[src/rtl/addressable_io_latch.sv]
// ---------------------------------------------------------------------------
// addressable_io_latch
//
// Addressable bank of DEPTH single-bit output latches on the ICU 1-bit I/O
// path. The ICU write strobe selects one bit and applies a load, set, clear,
// toggle or timed pulse operation to it. Read-back of the addressed bit feeds
// the ICU data input.
//
// Each bit owns a down-counting pulse timer. A PULSE write sets the bit and
// loads the timer with L. The bit is then dropped after exactly L cycles.
// Any other valid write to that bit cancels its timer.
//
// Ports
//   clk          in   1        rising-edge clock
//   reset        in   1        asynchronous, active-high reset
//   chip_enable  in   1        qualifies write
//   write        in   1        write strobe, sampled on rising clk
//   op           in   3        operation: 000 LOAD, 001 SET, 010 CLR,
//                              011 TOGGLE, 100 PULSE, 101..111 reserved
//   address      in   ADDR_W   bit select for write and read-back
//   data_in      in   1        data for LOAD
//   pulse_len    in   PULSE_W  pulse length in cycles (0 behaves as 1)
//   clear_all    in   1        synchronous clear of every bit and timer
//   read_data    out  1        q[address], combinational
//   q            out  DEPTH    latched output bits
//   pulse_active out  1        high while any timer is non-zero
// ---------------------------------------------------------------------------
module addressable_io_latch #(
    parameter int ADDR_W  = 4,
    parameter int DEPTH   = 2 ** ADDR_W,
    parameter int PULSE_W = 8
) (
    input  logic               clk,
    input  logic               reset,
    input  logic               chip_enable,
    input  logic               write,
    input  logic [2:0]         op,
    input  logic [ADDR_W-1:0]  address,
    input  logic               data_in,
    input  logic [PULSE_W-1:0] pulse_len,
    input  logic               clear_all,
    output logic               read_data,
    output logic [DEPTH-1:0]   q,
    output logic               pulse_active
);

    localparam logic [2:0] OP_LOAD   = 3'b000;
    localparam logic [2:0] OP_SET    = 3'b001;
    localparam logic [2:0] OP_CLR    = 3'b010;
    localparam logic [2:0] OP_TOGGLE = 3'b011;
    localparam logic [2:0] OP_PULSE  = 3'b100;

    logic               write_fire;
    logic               op_valid;
    logic [PULSE_W-1:0] pulse_load;
    logic [DEPTH-1:0]   timer_busy;

    // clear_all takes priority over a write, so the write is suppressed here.
    assign write_fire = write && chip_enable && !clear_all;

    // Reserved encodings must not touch state. Excluding them from the bit
    // hit lets a pulsing bit keep counting through a reserved write.
    assign op_valid   = (op <= OP_PULSE);

    // A zero length would never expire. It is promoted to a one-cycle pulse.
    assign pulse_load = (pulse_len == '0) ? PULSE_W'(1) : pulse_len;

    for (genvar i = 0; i < DEPTH; i++) begin : g_bit
        logic               bit_q;
        logic [PULSE_W-1:0] timer_r;
        logic               hit;

        assign hit = write_fire && op_valid && (address == ADDR_W'(i));

        // Priority: reset > clear_all > write to this bit > timer countdown.
        always_ff @(posedge clk or posedge reset) begin
            if (reset) begin
                bit_q   <= 1'b0;
                timer_r <= '0;
            end else if (clear_all) begin
                bit_q   <= 1'b0;
                timer_r <= '0;
            end else if (hit) begin
                // Every valid op rewrites the timer. Non-pulse ops cancel it.
                timer_r <= '0;
                case (op)
                    OP_LOAD:   bit_q <= data_in;
                    OP_SET:    bit_q <= 1'b1;
                    OP_CLR:    bit_q <= 1'b0;
                    OP_TOGGLE: bit_q <= ~bit_q;
                    OP_PULSE: begin
                        bit_q   <= 1'b1;
                        timer_r <= pulse_load;
                    end
                    default:   bit_q <= bit_q;
                endcase
            end else if (timer_r == PULSE_W'(1)) begin
                bit_q   <= 1'b0;
                timer_r <= '0;
            end else if (timer_r != '0) begin
                timer_r <= timer_r - PULSE_W'(1);
            end
        end

        assign q[i]          = bit_q;
        assign timer_busy[i] = (timer_r != '0);
    end

    assign read_data    = q[address];
    assign pulse_active = |timer_busy;

endmodule

[config.mk]
export PLATFORM = sky130hd
export DESIGN_NAME = addressable_io_latch
export DESIGN_NICKNAME = d
export VERILOG_FILES = /design/src/rtl/addressable_io_latch.sv
export SDC_FILE = /design/constraint.sdc
export NUM_CORES = 1
export LEC_CHECK = 0
export CORE_UTILIZATION = 50
export CTS_CLUSTER_DIAMETER = 150
export DETAILED_ROUTE_END_ITERATION = 12
export PLACE_DENSITY = 0.68
export SLEW_MARGIN = 5
export SYNTH_ARGS = -nofsm -noshare
export SYNTH_HDL_FRONTEND = slang
export SYNTH_SLANG_ARGS = --single-unit
[constraint.sdc]
create_clock -name clk -period 10.04 [get_ports clk]
set_clock_uncertainty 0.1 [all_clocks]
set_input_delay 2.008 -clock clk [delete_from_list [all_inputs] [get_ports clk]]
set_output_delay 2.008 -clock clk [all_outputs]
set_load 0.02 [all_outputs]
# == Yosys cells after proc, flatten, opt, wreduce, memory -nomap -nowiden ==
# Index checks and enable logic that the tools add are counted.
# totals
reg_bits,144
input_bits,21
wordCells,338
# op_classes
n_addsub,16
n_lt_le_gt_ge,2
n_eq_ne,51
muxes,132
n_bitwise,16
n_reduce_logical,89
# ops
op,n
8-bit two-way mux,66
8-bit by 1-bit equality test with 1-bit output (second input constant),16
8-bit nonzero test,16
8-bit by 1-bit subtractor with 8-bit output (second input constant),16
6-bit by 3-bit inequality test with 1-bit output (second input constant),16
1-bit case mux with 4 select lines,16
4-bit nonzero test,16
1-bit two-way mux,49
3-bit nonzero test,16
4-bit equality test (second input constant),8
2-bit AND reduction,16
1-bit logical AND,19
4-bit by 3-bit equality test with 1-bit output (second input constant),4
1-bit NOT,16
16-bit OR reduction,1
4-bit by 2-bit equality test with 1-bit output (second input constant),2
8-bit logical NOT,1
3-bit by 2-bit equality test with 1-bit output (second input constant),2
4-bit by 5-bit < comparator with 1-bit output (second input constant),1
1-bit binary-select mux with 4-bit select,1
4-bit by 1-bit equality test with 1-bit output (second input constant),1
4-bit logical NOT,1
3-bit by 1-bit equality test with 1-bit output (second input constant),1
3-bit equality test (second input constant),1
4 further kinds,4

# == Longest topological paths before layout ==
# logic_depth
word_depth,6
mapped_depth,7
mapped_depth_nobuf,7

# == Worst setup path after synthesis ==
# Ideal clock, no wire load.
# synth_timing
kind,input -> output
from,input address[0]
to,output read_data
arrival_time_ns,3.251
t_required_ns,7.932
path_slack_ns,4.681
path_stages,3
path_buffers,1
cell_sequence,buf_2 mux4_2 mux4_2
# synth_between
elab_chain_cells,2
# synth_lines
item,line,source
from (decl),38,"input logic [ADDR_W-1:0] address,"
1-bit binary-select mux with 4-bit select,109,assign read_data = q[address];
1-bit two-way mux (implied by the code),109,
to (decl),42,"output logic read_data,"
# Every way passes these cells. The select of a mux whose other input is x is not followed.

# == Worst setup path after layout ==
# Same ends and word-level chain as after synthesis.

==> flow_metrics.env <==
export IMPL_status="finished, violations left"
export IMPL_violations="DRC"
export IMPL_via_per_inst=6.31
export IMPL_worst_pin_slew_ns=1.24
export IMPL_syn_area_per_cell_um2=8.88
export IMPL_numCtsBuffers=17
export IMPL_slowest_stage="clkdlybuf4s50_1"
export IMPL_hpwl_um=17200
export IMPL_drc=2
export IMPL_ys_warn_count=0
export IMPL_clk_pin_slew_ns=0.07
export IMPL_slew_headroom_pct=17.5
export IMPL_reg2reg_slack_ns=7.71
export IMPL_final_area_mm2=0.0104
export IMPL_cp_max_fo=10
export IMPL_drt_first_pass_iters=9
export IMPL_post_cts_setup_buffers=0
export IMPL_placement_cell_area_mm2=0.00981
export IMPL_hold_path_class="flop to flop"
export IMPL_drv_slew=0
export IMPL_worst_setup_path_start_kind="input pin"
export IMPL_rsz0062_at_grt="false"
export IMPL_place_port_buffers=38
export IMPL_core_mm2=0.0182
export IMPL_post_cts_resized=0
export IMPL_hold_buffers=0
export IMPL_path_buf_inv=2
export IMPL_die_area_mm2=0.0194
export IMPL_drt_iter0_drc=743
export IMPL_n_antenna_cell=0
export IMPL_fillers=1667
export IMPL_r2r_end="g_bit[5].timer_r[1]"
export IMPL_clk_latency_ns=0.43
export IMPL_fmax_mhz=154
export IMPL_finalCritPeriodShare_pct=64.7
export IMPL_setup_viol=0
export IMPL_power_uw=3410
export IMPL_slowest_delay_ns=0.73
export IMPL_die_width_um=139
export IMPL_grt_pass1_vias=7735
export IMPL_grt_total_usage_pct=27.8
export IMPL_wl_per_cell_um=19.8
export IMPL_finalHoldViolCount=0
export IMPL_endpoint_kind="output pin"
export IMPL_wirelength_um=25800
export IMPL_drtAntennaViolNets=0
export IMPL_ir_drop_uv=172
export IMPL_crit_chain="clkdlybuf4s50_1 > mux4_2 > mux4_2 > clkdlybuf4s50_1"
export IMPL_p_per_area_mw_per_mm2=327
export IMPL_setup_ws_ns=3.55
export IMPL_grt_pass1_wl_um=41600
export IMPL_ys_flop_type="dfrtp_1"
export IMPL_synthesis_nets=1128
export IMPL_drv_cap=0
export IMPL_worstSetupEndpoint="read_data"
export IMPL_rows=49
export IMPL_gp_congestion=0.915
export IMPL_cp_startpoint="address[0]"
export IMPL_synth_edf_count=0
export IMPL_yosys_register_bits=144
export IMPL_ff2ff_path_depth=5
export IMPL_cts_tree="built"
export IMPL_nets=1132
export IMPL_die_h_um=139
export IMPL_clock_sinks=144
export IMPL_min_period_ns=6.49
export IMPL_start_util_pct=51.6
export IMPL_clock_root_buffer="clkbuf_16"
export IMPL_arrival_ns=4.38
export IMPL_drive_above_1_share_pct=6.78
export IMPL_rr_startpoint="g_bit[5].timer_r[4]"
export IMPL_syn_area_mm2=0.00940
export IMPL_post_route_util_pct=57.3
export IMPL_grt_antenna_before_repair=1
export IMPL_vias=8229
export IMPL_synth_seq_area_share_pct=38.3
export IMPL_syn_to_final_growth_pct=11.0
export IMPL_cts_htree_levels=4
export IMPL_ys_types=78
export IMPL_cp_top_family="buffers and inverters"
export IMPL_worstSetupPathType="input pin to output pin"
export IMPL_dp_slack_ns=3.54
export IMPL_fin_setup_tns_ns=0
export IMPL_grt_max_degree=96
export IMPL_p_leak_uw=0.00436
export IMPL_grt_ovfl_total=0
export IMPL_worstPathRequired_ns=7.93
export IMPL_clock_path_buffers=2
export IMPL_syn_inst=1059
export IMPL_boundaryPins=39
export IMPL_postSynth_asyncResetShare_pct=100
export IMPL_crit_cells=4
==> worst min path at each step <==
stage               depth (start not counted)  slack [ns]                 start                   end
CTS                                         2        0.47  g_bit[12].timer_r[6]  g_bit[12].timer_r[6]
finish                                      2        0.46  g_bit[12].timer_r[6]  g_bit[12].timer_r[6]
floorplan                                   2        0.37        g_bit[6].bit_q        g_bit[6].bit_q
global route                                2        0.49  g_bit[12].timer_r[6]  g_bit[12].timer_r[6]
detailed placement                          2        0.46  g_bit[12].timer_r[6]  g_bit[12].timer_r[6]
global placement                            2        0.44  g_bit[12].timer_r[6]  g_bit[12].timer_r[6]
==> cell usage after synthesis (6+ instances only) <==
cell type | instances | share of area, %
nor3_1 | 54 | 2.9
buf_2 | 9 | 0.48
nor3b_1 | 7 | 0.56
o22ai_1 | 45 | 3.0
o211ai_1 | 9 | 0.72
o21ai_0 | 71 | 3.8
a211oi_1 | 12 | 0.96
a21oi_1 | 38 | 2.0
or4_1 | 15 | 1.2
clkbuf_1 | 29 | 1.2
nand3_1 | 47 | 2.5
mux2i_1 | 11 | 1.2
ha_1 | 48 | 6.4
or3_1 | 8 | 0.53
buf_4 | 17 | 1.4
a22oi_1 | 8 | 0.64
nor4_1 | 32 | 2.1
o32ai_1 | 8 | 0.75
nand4_1 | 8 | 0.53
inv_1 | 48 | 1.9
o311ai_0 | 6 | 0.56
xor2_1 | 27 | 2.5
and2_1 | 8 | 0.53
dfrtp_1 | 144 | 38
nand2_1 | 110 | 4.4
mux2_2 | 7 | 0.84
nor2_1 | 82 | 3.3
xnor2_1 | 49 | 4.6
a31oi_1 | 10 | 0.67
==> area by class of cell <==
class	instances	area (um^2)	area share, %
well taps	229	287	2.75
multi-input cells	809	5330	51.0
clock inverters	15	195	1.87
repair buffers	43	413	3.96
clock buffers	17	425	4.08
flip-flops and latches	144	3600	34.5
inverters	48	185	1.77
==> registers in the layout (all words and copies together), names as in the netlist <==
name and flops:
g_bit.timer_r 128, g_bit.bit_q 16
==> per-stage QoR <==
stage               std cells  hold WS [ns]
finish                   1305         0.456
global route             1305         0.492
CTS                      1305         0.470
floorplan                1059         0.373
detailed placement       1273         0.456
global placement         1273         0.435
==> layout by cell type (no fill, tap or decap), drive strengths merged, types with 14 or more instances in the layout <==
| master | count |
|---|---|
| a211oi | 14 |
| a21oi | 38 |
| clkbuf | 17 |
| clkdlybuf4s50 | 37 |
| dfrtp | 144 |
| ha | 48 |
| inv | 55 |
| nand2 | 110 |
| nand3 | 47 |
| nor2 | 83 |
| nor3 | 55 |
| nor4 | 38 |
| o21ai | 73 |
| o22ai | 46 |
| or4 | 15 |
| xnor2 | 49 |
| xor2 | 27 |
==> where the power goes <==
part | total, uW | switching, uW | internal, uW
Combinational | 1700 | 927 | 771
Sequential | 1030 | 236 | 795
Clock | 683 | 285 | 399
==> layer usage <==
| layer | routed length (um) | track usage, % |
|---|---|---|
| met1 | 11900 | 39.1 |
| met2 | 11800 | 43.1 |
| met3 | 1480 | 5.08 |
| met4 | 601 | 9.30 |
| met5 | 13 | 0 |
==> kinds of logic (layout without fill, tap and decap cells) <==
logic type,Yosys count,after routing,share of synthesized area (%)
simple gates,411,411,22.5
compound gates,251,251,17.4
flops,144,144,38.3
buf+inv,106,123,5.12
xor+xnor,76,76,7.08
fa+ha+maj,48,48,6.39
mux,23,23,3.21
==> worst reg2reg max path: stages (launching register included) <==
cell and delay (ns):
dfrtp_1 0.43, nor3_1 0.30, nand2_1 0.15, nor4b_1 0.67, mux2_2 0.41, o31ai_1 0.18
(Power assumes the default switching activity.)
